$ cat src/rtl/hazard_ctrl.sv
// Pipeline hazard controller: per-stage stall/flush/bubble generation with a stall-cycle counter.
// Optional operand forwarding is enabled by defining HAZARD_FORWARD_EN.
module hazard_ctrl #(
    parameter int AWIDTH       = 5,
    parameter int FLUSH_CYCLES = 2,
    parameter int WB_DISTANCE  = 2,
    parameter int CNT_WIDTH    = 16
) (
    input  logic                 hz_clk,
    input  logic                 hz_rst,
    input  logic                 hz_i_de_valid,
    input  logic [AWIDTH-1:0]    hz_i_de_addr_rs1,
    input  logic [AWIDTH-1:0]    hz_i_de_addr_rs2,
    input  logic                 hz_i_de_use_rs1,
    input  logic                 hz_i_de_use_rs2,
    input  logic                 hz_i_ex_valid,
    input  logic [AWIDTH-1:0]    hz_i_ex_addr_rd,
    input  logic                 hz_i_ex_we,
    input  logic                 hz_i_ex_is_load,
    input  logic                 hz_i_change_pc,
    input  logic                 hz_i_stall_alu,
    input  logic                 hz_i_mem_stall,
    output logic                 hz_o_stall_fe,
    output logic                 hz_o_stall_de,
    output logic                 hz_o_stall_ex,
    output logic                 hz_o_bubble_ex,
    output logic                 hz_o_flush_de,
    output logic                 hz_o_flush_ex,
    output logic                 hz_o_fwd_rs1,
    output logic                 hz_o_fwd_rs2,
    output logic [2:0]           hz_o_state,
    output logic [CNT_WIDTH-1:0] hz_o_stall_cnt
);

    // state    | meaning
    // RUN      | normal flow, evaluate all hazard sources
    // FLUSH    | decode flushed for remaining redirect cycles
    // MEM_WAIT | full pipeline held until memory is ready
    // ALU_WAIT | fetch/decode held until multi-cycle ALU op finishes
    // RAW_WAIT | bubbles inserted until producer result is written back
    typedef enum logic [2:0] {
        RUN      = 3'd0,
        FLUSH    = 3'd1,
        MEM_WAIT = 3'd2,
        ALU_WAIT = 3'd3,
        RAW_WAIT = 3'd4
    } state_t;

    localparam int MAXC = (FLUSH_CYCLES > WB_DISTANCE) ? FLUSH_CYCLES : WB_DISTANCE;
    localparam int CW   = $clog2(MAXC + 1);

    state_t            state, state_nxt;
    logic [CW-1:0]     cnt, cnt_nxt;
    logic [CNT_WIDTH-1:0] perf_cnt;

    logic match1, match2, load_use, raw_stall;
    logic fwd1, fwd2;
    logic eval_run;
    logic stall_fe_c, stall_de_c, stall_ex_c, bubble_c, flush_de_c, flush_ex_c;

    assign match1 = hz_i_de_valid & hz_i_ex_valid & hz_i_ex_we & (hz_i_ex_addr_rd != '0) &
                    hz_i_de_use_rs1 & (hz_i_de_addr_rs1 == hz_i_ex_addr_rd);
    assign match2 = hz_i_de_valid & hz_i_ex_valid & hz_i_ex_we & (hz_i_ex_addr_rd != '0) &
                    hz_i_de_use_rs2 & (hz_i_de_addr_rs2 == hz_i_ex_addr_rd);
    assign load_use = (match1 | match2) & hz_i_ex_is_load;

`ifdef HAZARD_FORWARD_EN
    assign fwd1      = match1 & ~hz_i_ex_is_load;
    assign fwd2      = match2 & ~hz_i_ex_is_load;
    assign raw_stall = 1'b0;
`else
    assign fwd1      = 1'b0;
    assign fwd2      = 1'b0;
    assign raw_stall = (match1 | match2) & ~hz_i_ex_is_load;
`endif

    always_ff @(posedge hz_clk) begin
        if (hz_rst) begin
            state    <= RUN;
            cnt      <= '0;
            perf_cnt <= '0;
        end else begin
            state <= state_nxt;
            cnt   <= cnt_nxt;
            if (hz_o_stall_fe && (perf_cnt != '1))
                perf_cnt <= perf_cnt + 1'b1;
        end
    end

    always_comb begin
        state_nxt  = state;
        cnt_nxt    = cnt;
        eval_run   = 1'b0;
        stall_fe_c = 1'b0;
        stall_de_c = 1'b0;
        stall_ex_c = 1'b0;
        bubble_c   = 1'b0;
        flush_de_c = 1'b0;
        flush_ex_c = 1'b0;

        // Wait states re-evaluate as RUN each cycle, so a released stall
        // falls straight into whatever hazard is pending next.
        case (state)
            RUN, MEM_WAIT, ALU_WAIT: eval_run = 1'b1;
            FLUSH: begin
                if (hz_i_change_pc) begin
                    eval_run = 1'b1;
                end else begin
                    flush_de_c = 1'b1;
                    if (cnt <= CW'(1)) begin
                        state_nxt = RUN;
                        cnt_nxt   = '0;
                    end else begin
                        cnt_nxt = cnt - CW'(1);
                    end
                end
            end
            RAW_WAIT: begin
                if (hz_i_change_pc || hz_i_mem_stall || hz_i_stall_alu) begin
                    eval_run = 1'b1;
                end else begin
                    stall_fe_c = 1'b1;
                    stall_de_c = 1'b1;
                    bubble_c   = 1'b1;
                    if (cnt <= CW'(1)) begin
                        state_nxt = RUN;
                        cnt_nxt   = '0;
                    end else begin
                        cnt_nxt = cnt - CW'(1);
                    end
                end
            end
            default: state_nxt = RUN;
        endcase

        if (eval_run) begin
            state_nxt = RUN;
            if (hz_i_change_pc) begin
                flush_de_c = 1'b1;
                flush_ex_c = 1'b1;
                if (FLUSH_CYCLES > 1) begin
                    state_nxt = FLUSH;
                    cnt_nxt   = CW'(FLUSH_CYCLES - 1);
                end
            end else if (hz_i_mem_stall) begin
                stall_fe_c = 1'b1;
                stall_de_c = 1'b1;
                stall_ex_c = 1'b1;
                state_nxt  = MEM_WAIT;
            end else if (hz_i_stall_alu) begin
                stall_fe_c = 1'b1;
                stall_de_c = 1'b1;
                state_nxt  = ALU_WAIT;
            end else if (load_use) begin
                stall_fe_c = 1'b1;
                stall_de_c = 1'b1;
                bubble_c   = 1'b1;
            end else if (raw_stall) begin
                stall_fe_c = 1'b1;
                stall_de_c = 1'b1;
                bubble_c   = 1'b1;
                if (WB_DISTANCE > 1) begin
                    state_nxt = RAW_WAIT;
                    cnt_nxt   = CW'(WB_DISTANCE - 1);
                end
            end
        end
    end

    assign hz_o_stall_fe  = stall_fe_c & ~hz_rst;
    assign hz_o_stall_de  = stall_de_c & ~hz_rst;
    assign hz_o_stall_ex  = stall_ex_c & ~hz_rst;
    assign hz_o_bubble_ex = bubble_c   & ~hz_rst;
    assign hz_o_flush_de  = flush_de_c & ~hz_rst;
    assign hz_o_flush_ex  = flush_ex_c & ~hz_rst;
    assign hz_o_fwd_rs1   = fwd1       & ~hz_rst;
    assign hz_o_fwd_rs2   = fwd2       & ~hz_rst;
    assign hz_o_state     = state;
    assign hz_o_stall_cnt = perf_cnt;

endmodule

$ cat config.mk
export PLATFORM = sky130hd
export DESIGN_NAME = hazard_ctrl
export DESIGN_NICKNAME = d
export VERILOG_FILES = /design/src/rtl/hazard_ctrl.sv
export SDC_FILE = /design/constraint.sdc
export NUM_CORES = 1
export LEC_CHECK = 0
export CAP_MARGIN = 20
export CORE_ASPECT_RATIO = 1.1
export CORE_MARGIN = 3
export CORE_UTILIZATION = 49
export CTS_BUF_LIST = sky130_fd_sc_hd__clkbuf_4 sky130_fd_sc_hd__clkbuf_8
export DETAILED_ROUTE_END_ITERATION = 6
export GPL_ROUTABILITY_DRIVEN = 0
export PLACE_DENSITY = 0.84
export SLEW_MARGIN = 20
export SYNTH_ARGS = -nofsm -noshare
export SYNTH_HDL_FRONTEND = slang
export SYNTH_SLANG_ARGS = --single-unit
$ cat constraint.sdc
create_clock -name hz_clk -period 4 [get_ports hz_clk]
set_clock_uncertainty 0.15 [all_clocks]
set_input_delay 0.6 -clock hz_clk [delete_from_list [all_inputs] [get_ports hz_clk]]
set_output_delay 0.6 -clock hz_clk [all_outputs]
set_load 0.005 [all_outputs]
==> impl_metrics.ini, run 1 <==
[logic_synthesis]
ys_types = 44
postSynthCellCount = 176
syn_avg_cell_area_sq_um = 8.03
synth.top_cell.area_share_pct = 29.7
yosysTopAreaCell = dfxtp_1
synth_edf_count = 0
yosysSeqAreaShare_pct = 29.7
synth_ff_type = dfxtp_1
synthTopCellsByArea = dfxtp_1 (30%), xnor2_1 (6.2%), a21oi_1 (5.3%), nor2_1 (3.7%), nand4_1 (3.5%)
syn_area_sq_um = 1410
ys_top_cells_by_count = dfxtp_1 (21), a21oi_1 (15), nor2_1 (14)
ys_async_sr_fraction_pct = 0
synth_warnings = 0
synth_top_family_by_area = simple AND/OR/NAND/NOR gates
synthMuxAreaShare_pct = 5.49
synth_xor_area_share_pct = 6.19
synthAdderAreaFrac_pct = 0.885
yosysMostFrequentCell = dfxtp_1
synth_compound_area_share_pct = 17.6
synthSimpleGateAreaFrac_pct = 32.6
synth_seq_cells = 21

[floorplanning]
coreArea_sq_um = 2620
start_util_pct = 54.1
die_y_um = 62.3
dieArea_sq_um = 3570
die_w_um = 57.2
pin_count = 53
rows = 19

[outcome]
status = finished clean

[sta]
fmaxAchievable_mhz = 288
fin_setup_tns_ns = 0
fin_crit_sh_pct = 86.8
rsz0062_at_grt = no
fin_crit_ns = 3.47
hold_violations = 0
finalSetupViolations = 0
max_slew_margin_pct = 64.5
tightest_slew_ns = 0.529
drv_slew = 0

[cells_and_area]
layout.cells.non_filler = 253
area_growth_syn_to_layout_pct = 36.0
diodes = 0
finalInstanceArea_sq_um = 1920
final-seq-area_sq_um = 420
drive_gt1_share_pct = 7.66
nFillCells = 214
final_nets = 250
multi_input_area_sq_um = 895

[clock_network]
htreeDepth = 1
cts_hold_buf = 0
tritoncts = yes
insertion_delay_ns = 0.30
cts_resized = 0
postCtsSetupRepairBufs = 0
clk_pin_slew_ns = 0.12
cts_buffers = 3
ctsRootBufferMaster = clkbuf_4
clock-sinks = 21
ctsLongestPathBuffers = 2

[routing]
first_iter_violations = 71
vias = 1526
avgViaCountPerCell = 6.03
drc = 0
post_drt_wl_per_cell_um = 14.9
postRouteAntennaNets = 0
dr.pass1.iters = 4
drt_wl_total_mm = 3.78

[grt]
grt_pass1_wl_mm = 6.54
grt_pass1_vias = 1456
grt_usage_pct = 22.0
grt_overflow = 0
grt_start_max_net_pins = 28
antenna_found_initial = 0

[placement]
place_hpwl_mm = 2.94
numPortBuffers = 50
placedCellCount = 249
dpl_cell_area_sq_um = 1900

[power_and_ir_drop]
netSwitchingPower_uw = 110
ir_drop_uv = 189
power.internal_uw = 301
p_per_area_nw_per_um2 = 213
swShare_pct = 26.7
power_leakage_nw = 0.625
power_frac_seq_pct = 53.1
pwr-share-clk_pct = 24.7
power_frac_comb_pct = 22.2

[setup_path]
worstPathArrival_ns = 2.72
crit_type = in2out
path_max_fanout = 11
r2r-start = hz_o_state[1]
endpoint_kind = primary output
cp-start-kind = input port
crit_start = hz_i_change_pc
cp.required_ns = 3.25

[job]
drv_cap = 0

[min_path]
hold_path_class = reg2reg
min_from = hz_o_stall_cnt[15]
-- kinds of logic (layout without fill, tap and decap cells) --
family / Yosys count / in the layout
simple gates: 81 / 81
compound gates: 38 / 38
flops: 21 / 21
buf+inv: 18 / 63
xor+xnor: 10 / 10
mux: 6 / 6
fa+ha+maj: 1 / 1
other cells: 1 / 2
-- metal layers --
layer / share of wire, % / vias to the layer above / global-route usage (%)
li1: - / 738 / -
met3: 8.2 / 14 / 4.76
met4: 1.5 / 0 / 4.93
met2: 49 / 80 / 39.0
met1: 42 / 694 / 26.6
met5: 0 / - / 0
-- registers in the layout (all words and copies together) (netlist names) --
signal / cells
hz_o_stall_cnt: 16
hz_o_state: 3
cnt: 2
-- final timing paths --
kind         cells after the start            endpoint  slack (ns)
min                              2  hz_o_stall_cnt[15]        0.37
max reg2reg                      6  hz_o_stall_cnt[12]        1.62
max                              7      hz_o_bubble_ex        0.53
min reg2reg                      2  hz_o_stall_cnt[15]        0.37
-- through the flow --
stage / setup WS (ns) / hold WS (ns) / power (mW) / util [%]
after floorplan: 1.43 / 0.331 / 0.269 / -
after global placement: 0.688 / 0.346 / 0.310 / 72.5
after detailed placement: 0.573 / 0.349 / 0.313 / 72.5
after CTS: 0.572 / 0.367 / 0.413 / 73.5
after global routing: 0.398 / 0.402 / 0.433 / 73.5
final: 0.528 / 0.367 / 0.410 / 73.5
-- power groups by stage --
stage               clock, mW  sequential [mW]  combinational, mW
finish                  0.101            0.218             0.0911
global route            0.115            0.219             0.0992
CTS                     0.104            0.218             0.0913
detailed placement          0            0.223             0.0909
global placement            0            0.222             0.0876
floorplan                   0            0.221             0.0483
-- cell usage in the layout (no fill, tap or decap), drive strengths merged, types with 2 or more instances in the layout --
| master | instances |
|---|---|
| or4 | 6 |
| nor3 | 7 |
| a21oi | 16 |
| nor2b | 6 |
| o31ai | 6 |
| or3 | 5 |
| conb | 2 |
| xnor2 | 10 |
| dfxtp | 21 |
| o41ai | 2 |
| nor4b | 2 |
| clkbuf | 3 |
| buf | 2 |
| nor2 | 14 |
| o311ai | 2 |
| nand3 | 6 |
| mux2i | 2 |
| clkdlybuf4s50 | 50 |
| mux2 | 4 |
| o21ai | 6 |
| o31a | 2 |
| or2 | 2 |
| and3 | 2 |
| inv | 7 |
| nand2 | 12 |
| nand4 | 9 |
| nor4 | 5 |
-- worst max-delay path, cell delays in order --
cell,delay (ns)
clkdlybuf4s50_1,0.67
nor2_1,0.13
o21ai_0,0.24
nand2_1,0.22
o2bb2ai_1,0.19
and3_1,0.16
clkdlybuf4s50_1,0.50
-- cell type report --
cell class | instances | area share (%)
multi-input cells | 138 | 46.5
flip-flops and latches | 21 | 21.9
clock inverters | 1 | 0.260
inverters | 7 | 1.37
repair buffers | 52 | 26.8
well taps | 31 | 2.02
clock buffers | 3 | 1.17
Power figures use the tool's default switching activity.
==> run 2: changes to the inputs <==
==> config.mk (replaced) <==
export PLATFORM = sky130hd
export DESIGN_NAME = hazard_ctrl
export DESIGN_NICKNAME = d
export VERILOG_FILES = /design/src/rtl/hazard_ctrl.sv
export SDC_FILE = /design/constraint.sdc
export NUM_CORES = 1
export LEC_CHECK = 0
export CAP_MARGIN = 30
export CORE_ASPECT_RATIO = 1.1
export CORE_MARGIN = 3
export CORE_UTILIZATION = 47
export DETAILED_ROUTE_END_ITERATION = 6
export GPL_ROUTABILITY_DRIVEN = 0
export PLACE_DENSITY = 0.8
export SLEW_MARGIN = 20
export SYNTH_ARGS = -nofsm -noshare
export SYNTH_HDL_FRONTEND = slang
export SYNTH_SLANG_ARGS = --single-unit
==> impl_metrics.ini, run 2 (synthesized netlist as in run 1, its figures left out) <==
[outcome]
status = finished clean

[floorplanning]
coreArea_sq_um = 2830
dieArea_sq_um = 3700
rows = 20
die_w_um = 58.3
die_y_um = 63.5
pin_count = 53
start_util_pct = 50.0

[sta]
finalSetupViolations = 0
drv_slew = 0
fin_crit_ns = 3.40
rsz0062_at_grt = no
fmaxAchievable_mhz = 294
max_slew_margin_pct = 63.4
tightest_slew_ns = 0.545
hold_violations = 0
fin_setup_tns_ns = 0
fin_crit_sh_pct = 85.1

[clock_network]
cts_buffers = 3
clk_pin_slew_ns = 0.12
tritoncts = yes
clock-sinks = 21
cts_hold_buf = 0
insertion_delay_ns = 0.31
ctsLongestPathBuffers = 2
cts_resized = 0
htreeDepth = 1
ctsRootBufferMaster = clkbuf_4
postCtsSetupRepairBufs = 0

[routing]
drt_wl_total_mm = 3.94
postRouteAntennaNets = 0
m1WireLength_mm = 1.60
drc = 0
routed.top_layer = met4
first_iter_violations = 56
post_drt_wl_per_cell_um = 15.4
dr.pass1.iters = 4
wl_met3_um = 376
vias = 1511
avgViaCountPerCell = 5.93
wl_met2_mm = 1.90

[setup_path]
crit_start = hz_i_change_pc
reg2reg_slack_ns = 1.59
cp.required_ns = 3.25
r2r-start = hz_o_state[1]
crit_type = in2out
endpoint_kind = primary output
worstSetupEndpoint = hz_o_bubble_ex
cp-start-kind = input port
rr_endpoint = hz_o_stall_cnt[12]
path_max_fanout = 11
worstPathArrival_ns = 2.65
ff2ff_path_depth = 6

[cells_and_area]
nFillCells = 251
final_cell_mix = clkdlybuf4s50_1 (50), dfxtp_1 (21), a21oi_1 (15), nor2_1 (14), nand2_1 (11)
largest_reg_flops = 16
area_growth_syn_to_layout_pct = 36.1
drive_gt1_share_pct = 7.21
diodes = 0
final-seq-area_sq_um = 420
final_nets = 250
final_common_cell = clkdlybuf4s50_1
multi_input_area_sq_um = 895

[grt]
grt_pass1_wl_mm = 6.52
grt_overflow = 0
grt_usage_pct = 21.7
grt_pass1_vias = 1465
grt_start_max_net_pins = 28
antenna_found_initial = 0

[job]
drv_cap = 0

[min_path]
hold_path_class = reg2reg
whs_path_depth = 1

[placement]
numPortBuffers = 50
place_hpwl_mm = 2.99

[power_and_ir_drop]
power_uw = 414
ir_drop_uv = 248
power_leakage_nw = 0.623
p_per_area_nw_per_um2 = 215
run 2: stage by stage:
| stage | hold WS, ns | setup slack [ns] | utilization (%) | std cells | instance area (sq um) |
|---|---|---|---|---|---|
| global route | 0.401 | 0.413 | 68.1 | 255 | 1920 |
| floorplan | 0.331 | 1.43 | - | 177 | 1420 |
| finish | 0.373 | 0.597 | 68.1 | 255 | 1920 |
| global placement | 0.341 | 0.690 | 67.1 | 251 | 1900 |
| detailed placement | 0.358 | 0.620 | 67.1 | 251 | 1900 |
| CTS | 0.375 | 0.615 | 68.1 | 255 | 1920 |
run 2: how the worst min path moves through the flow:
stage	endpoint	from
3_3_place_gp	hz_o_stall_cnt[4]	hz_o_stall_cnt[4]
5_1_grt	cnt[1]	cnt[1]
4_1_cts	cnt[1]	cnt[1]
3_5_place_dp	cnt[1]	cnt[1]
2_1_floorplan	hz_o_state[2]	cnt[1]
6_report	cnt[1]	cnt[1]
run 2: layer usage:
| layer | vias up | global-route usage, % |
|---|---|---|
| met4 | 0 | 6.67 |
| met3 | 8 | 5.12 |
| met2 | 64 | 36.7 |
| li1 | 737 | - |
| met1 | 702 | 26.6 |
| met5 | - | 0 |
run 2: critical path, stage by stage:
cell and delay (ns):
clkdlybuf4s50_1 0.67, nor2_1 0.12, o21ai_0 0.21, nand2_1 0.21, o2bb2ai_1 0.18, and3_1 0.16, clkdlybuf4s50_1 0.50
run 2: power by group:
part	switching, mW	internal, mW
registers	0.00531	0.213
logic	0.0397	0.0509
clock network	0.0666	0.0389
total	0.112	0.302
run 2: cell type report:
type	count	share of cell area [%]
Sequential cell	21	21.8
Multi-Input combinational cell	138	46.5
Inverter	7	1.37
Timing Repair Buffer	52	26.8
Clock buffer	4	1.37
Tap cell	33	2.15
==> run 3: changes to the inputs <==
--- a/config.mk
+++ b/config.mk
@@ -7,7 +7,6 @@
 export LEC_CHECK = 0
 export CAP_MARGIN = 30
 export CORE_ASPECT_RATIO = 1.1
-export CORE_MARGIN = 3
 export CORE_UTILIZATION = 47
 export DETAILED_ROUTE_END_ITERATION = 6
 export GPL_ROUTABILITY_DRIVEN = 0
==> impl_metrics.ini, run 3 (synthesized netlist as in run 1, its figures left out) <==
[setup_path]
path_max_fanout = 11
worstPathBufferInverterCount = 2
worst_path_largest_cell_delay_ns = 0.67
reg2reg_slack_ns = 1.65
endpoint_kind = primary output
slowest_stage = clkdlybuf4s50_1
cp-start-kind = input port
r2r-start = hz_o_state[1]
crit_type = in2out
ff2ff_path_depth = 6
critPathTopFamily = buffers and inverters
worstPathArrival_ns = 2.65
cp.required_ns = 3.25
crit_top_cell = clkdlybuf4s50_1
crit_path_cell_trace = clkdlybuf4s50_1, nor2_1, o21ai_0, nand2_1, o2bb2ai_1, and3_1, clkdlybuf4s50_1
rr_endpoint = hz_o_stall_cnt[12]

[placement]
preCtsSetupSlack_ns = 0.616
place_hpwl_mm = 2.71
numPortBuffers = 50
placedCellCount = 251

[sta]
max_slew_margin_pct = 65.1
drv_slew = 0
fmaxAchievable_mhz = 294
layout_setup_ws_ns = 0.597
fin_crit_sh_pct = 85.1
rsz0062_at_grt = no
fin_setup_tns_ns = 0
hold_violations = 0
finalSetupViolations = 0
holdWs_ns = 0.380
tightest_slew_ns = 0.521
fin_crit_ns = 3.40

[power_and_ir_drop]
ir_drop_uv = 208
power_leakage_nw = 0.623
p_per_area_nw_per_um2 = 215

[routing]
post_drt_wl_per_cell_um = 14.3
postRouteAntennaNets = 0
first_iter_violations = 45
vias = 1496
drt_wl_total_mm = 3.64
avgViaCountPerCell = 5.87
dr.pass1.iters = 4
drc = 0

[grt]
grt_pass1_vias = 1314
grt_overflow = 0
grt_start_max_net_pins = 28
antenna_found_initial = 0
grt_pass1_wl_mm = 5.55
grt_usage_pct = 23.4

[cells_and_area]
diodes = 0
final_nets = 250
layout.cells.non_filler = 255
post-route-util_pct = 68.7
largest_reg_flops = 16
nFillCells = 229
drive_gt1_share_pct = 7.21
final_cell_mix = clkdlybuf4s50_1 (50), dfxtp_1 (21), a21oi_1 (15), nor2_1 (14), nand2_1 (11)
final_common_cell = clkdlybuf4s50_1
area_growth_syn_to_layout_pct = 36.1

[clock_network]
tritoncts = yes
insertion_delay_ns = 0.31
ctsLongestPathBuffers = 2
cts_buffers = 3
cts_resized = 0
cts_hold_buf = 0
ctsRootBufferMaster = clkbuf_4
postCtsSetupRepairBufs = 0
clk_pin_slew_ns = 0.13
clock-sinks = 21
htreeDepth = 1

[floorplanning]
rows = 20
die_w_um = 54.3
die_y_um = 59.5
pin_count = 53
start_util_pct = 50.4
dieArea_sq_um = 3230
coreArea_sq_um = 2800

[min_path]
min_from = hz_o_stall_cnt[4]
hold_path_class = reg2reg
min_to = hz_o_stall_cnt[4]
whs_path_depth = 2

[job]
drv_cap = 0

[outcome]
status = finished clean
[run 3: cell counts in the layout (fill, tap and decap cells not counted)]
Identical to the previous run, type by type.
[run 3: per-stage QoR]
stage,power (mW),cell area [sq um]
2_1_floorplan,0.269,1420
3_3_place_gp,0.310,1900
3_5_place_dp,0.312,1900
4_1_cts,0.417,1920
5_1_grt,0.434,1920
6_report,0.413,1920
[run 3: final cells by class]
type	count	area, sq um	share of cell area [%]
Multi-Input combinational cell	138	895	46.5
Clock buffer	4	26.3	1.37
Timing Repair Buffer	52	515	26.8
Inverter	7	26.3	1.37
Sequential cell	21	420	21.8
Tap cell	33	41.3	2.15
[run 3: worst reg2reg max path, cell delays in order, from the launching register on]
cell and delay (ns):
dfxtp_1 0.57, mux2i_4 0.30, nand2_2 0.08, nor3_1 0.31, inv_1 0.18, nor4b_1 0.31, mux2_2 0.37
[run 3: worst max-delay path by stage]
stage | slack (ns) | depth (start not counted) | to | start
6_report | 0.60 | 7 | hz_o_bubble_ex | hz_i_change_pc
5_1_grt | 0.41 | 7 | hz_o_bubble_ex | hz_i_change_pc
4_1_cts | 0.61 | 7 | hz_o_bubble_ex | hz_i_change_pc
3_5_place_dp | 0.62 | 7 | hz_o_bubble_ex | hz_i_change_pc
3_3_place_gp | 0.67 | 7 | hz_o_bubble_ex | hz_i_change_pc
2_1_floorplan | 1.43 | 9 | hz_o_stall_fe | hz_i_change_pc
[run 3: layer usage]
layer | up-vias | global-route usage, % | routed length [um]
met4 | 0 | 9.89 | 53
met3 | 6 | 3.59 | 298
li1 | 746 | - | -
met5 | - | 0 | 0
met1 | 686 | 25.5 | 1460
met2 | 58 | 43.2 | 1830
[run 3: where the power goes]
group | switching (mW) | internal, mW
registers | 0.00532 | 0.213
clock network | 0.0661 | 0.0389
logic | 0.0390 | 0.0510
total | 0.110 | 0.302
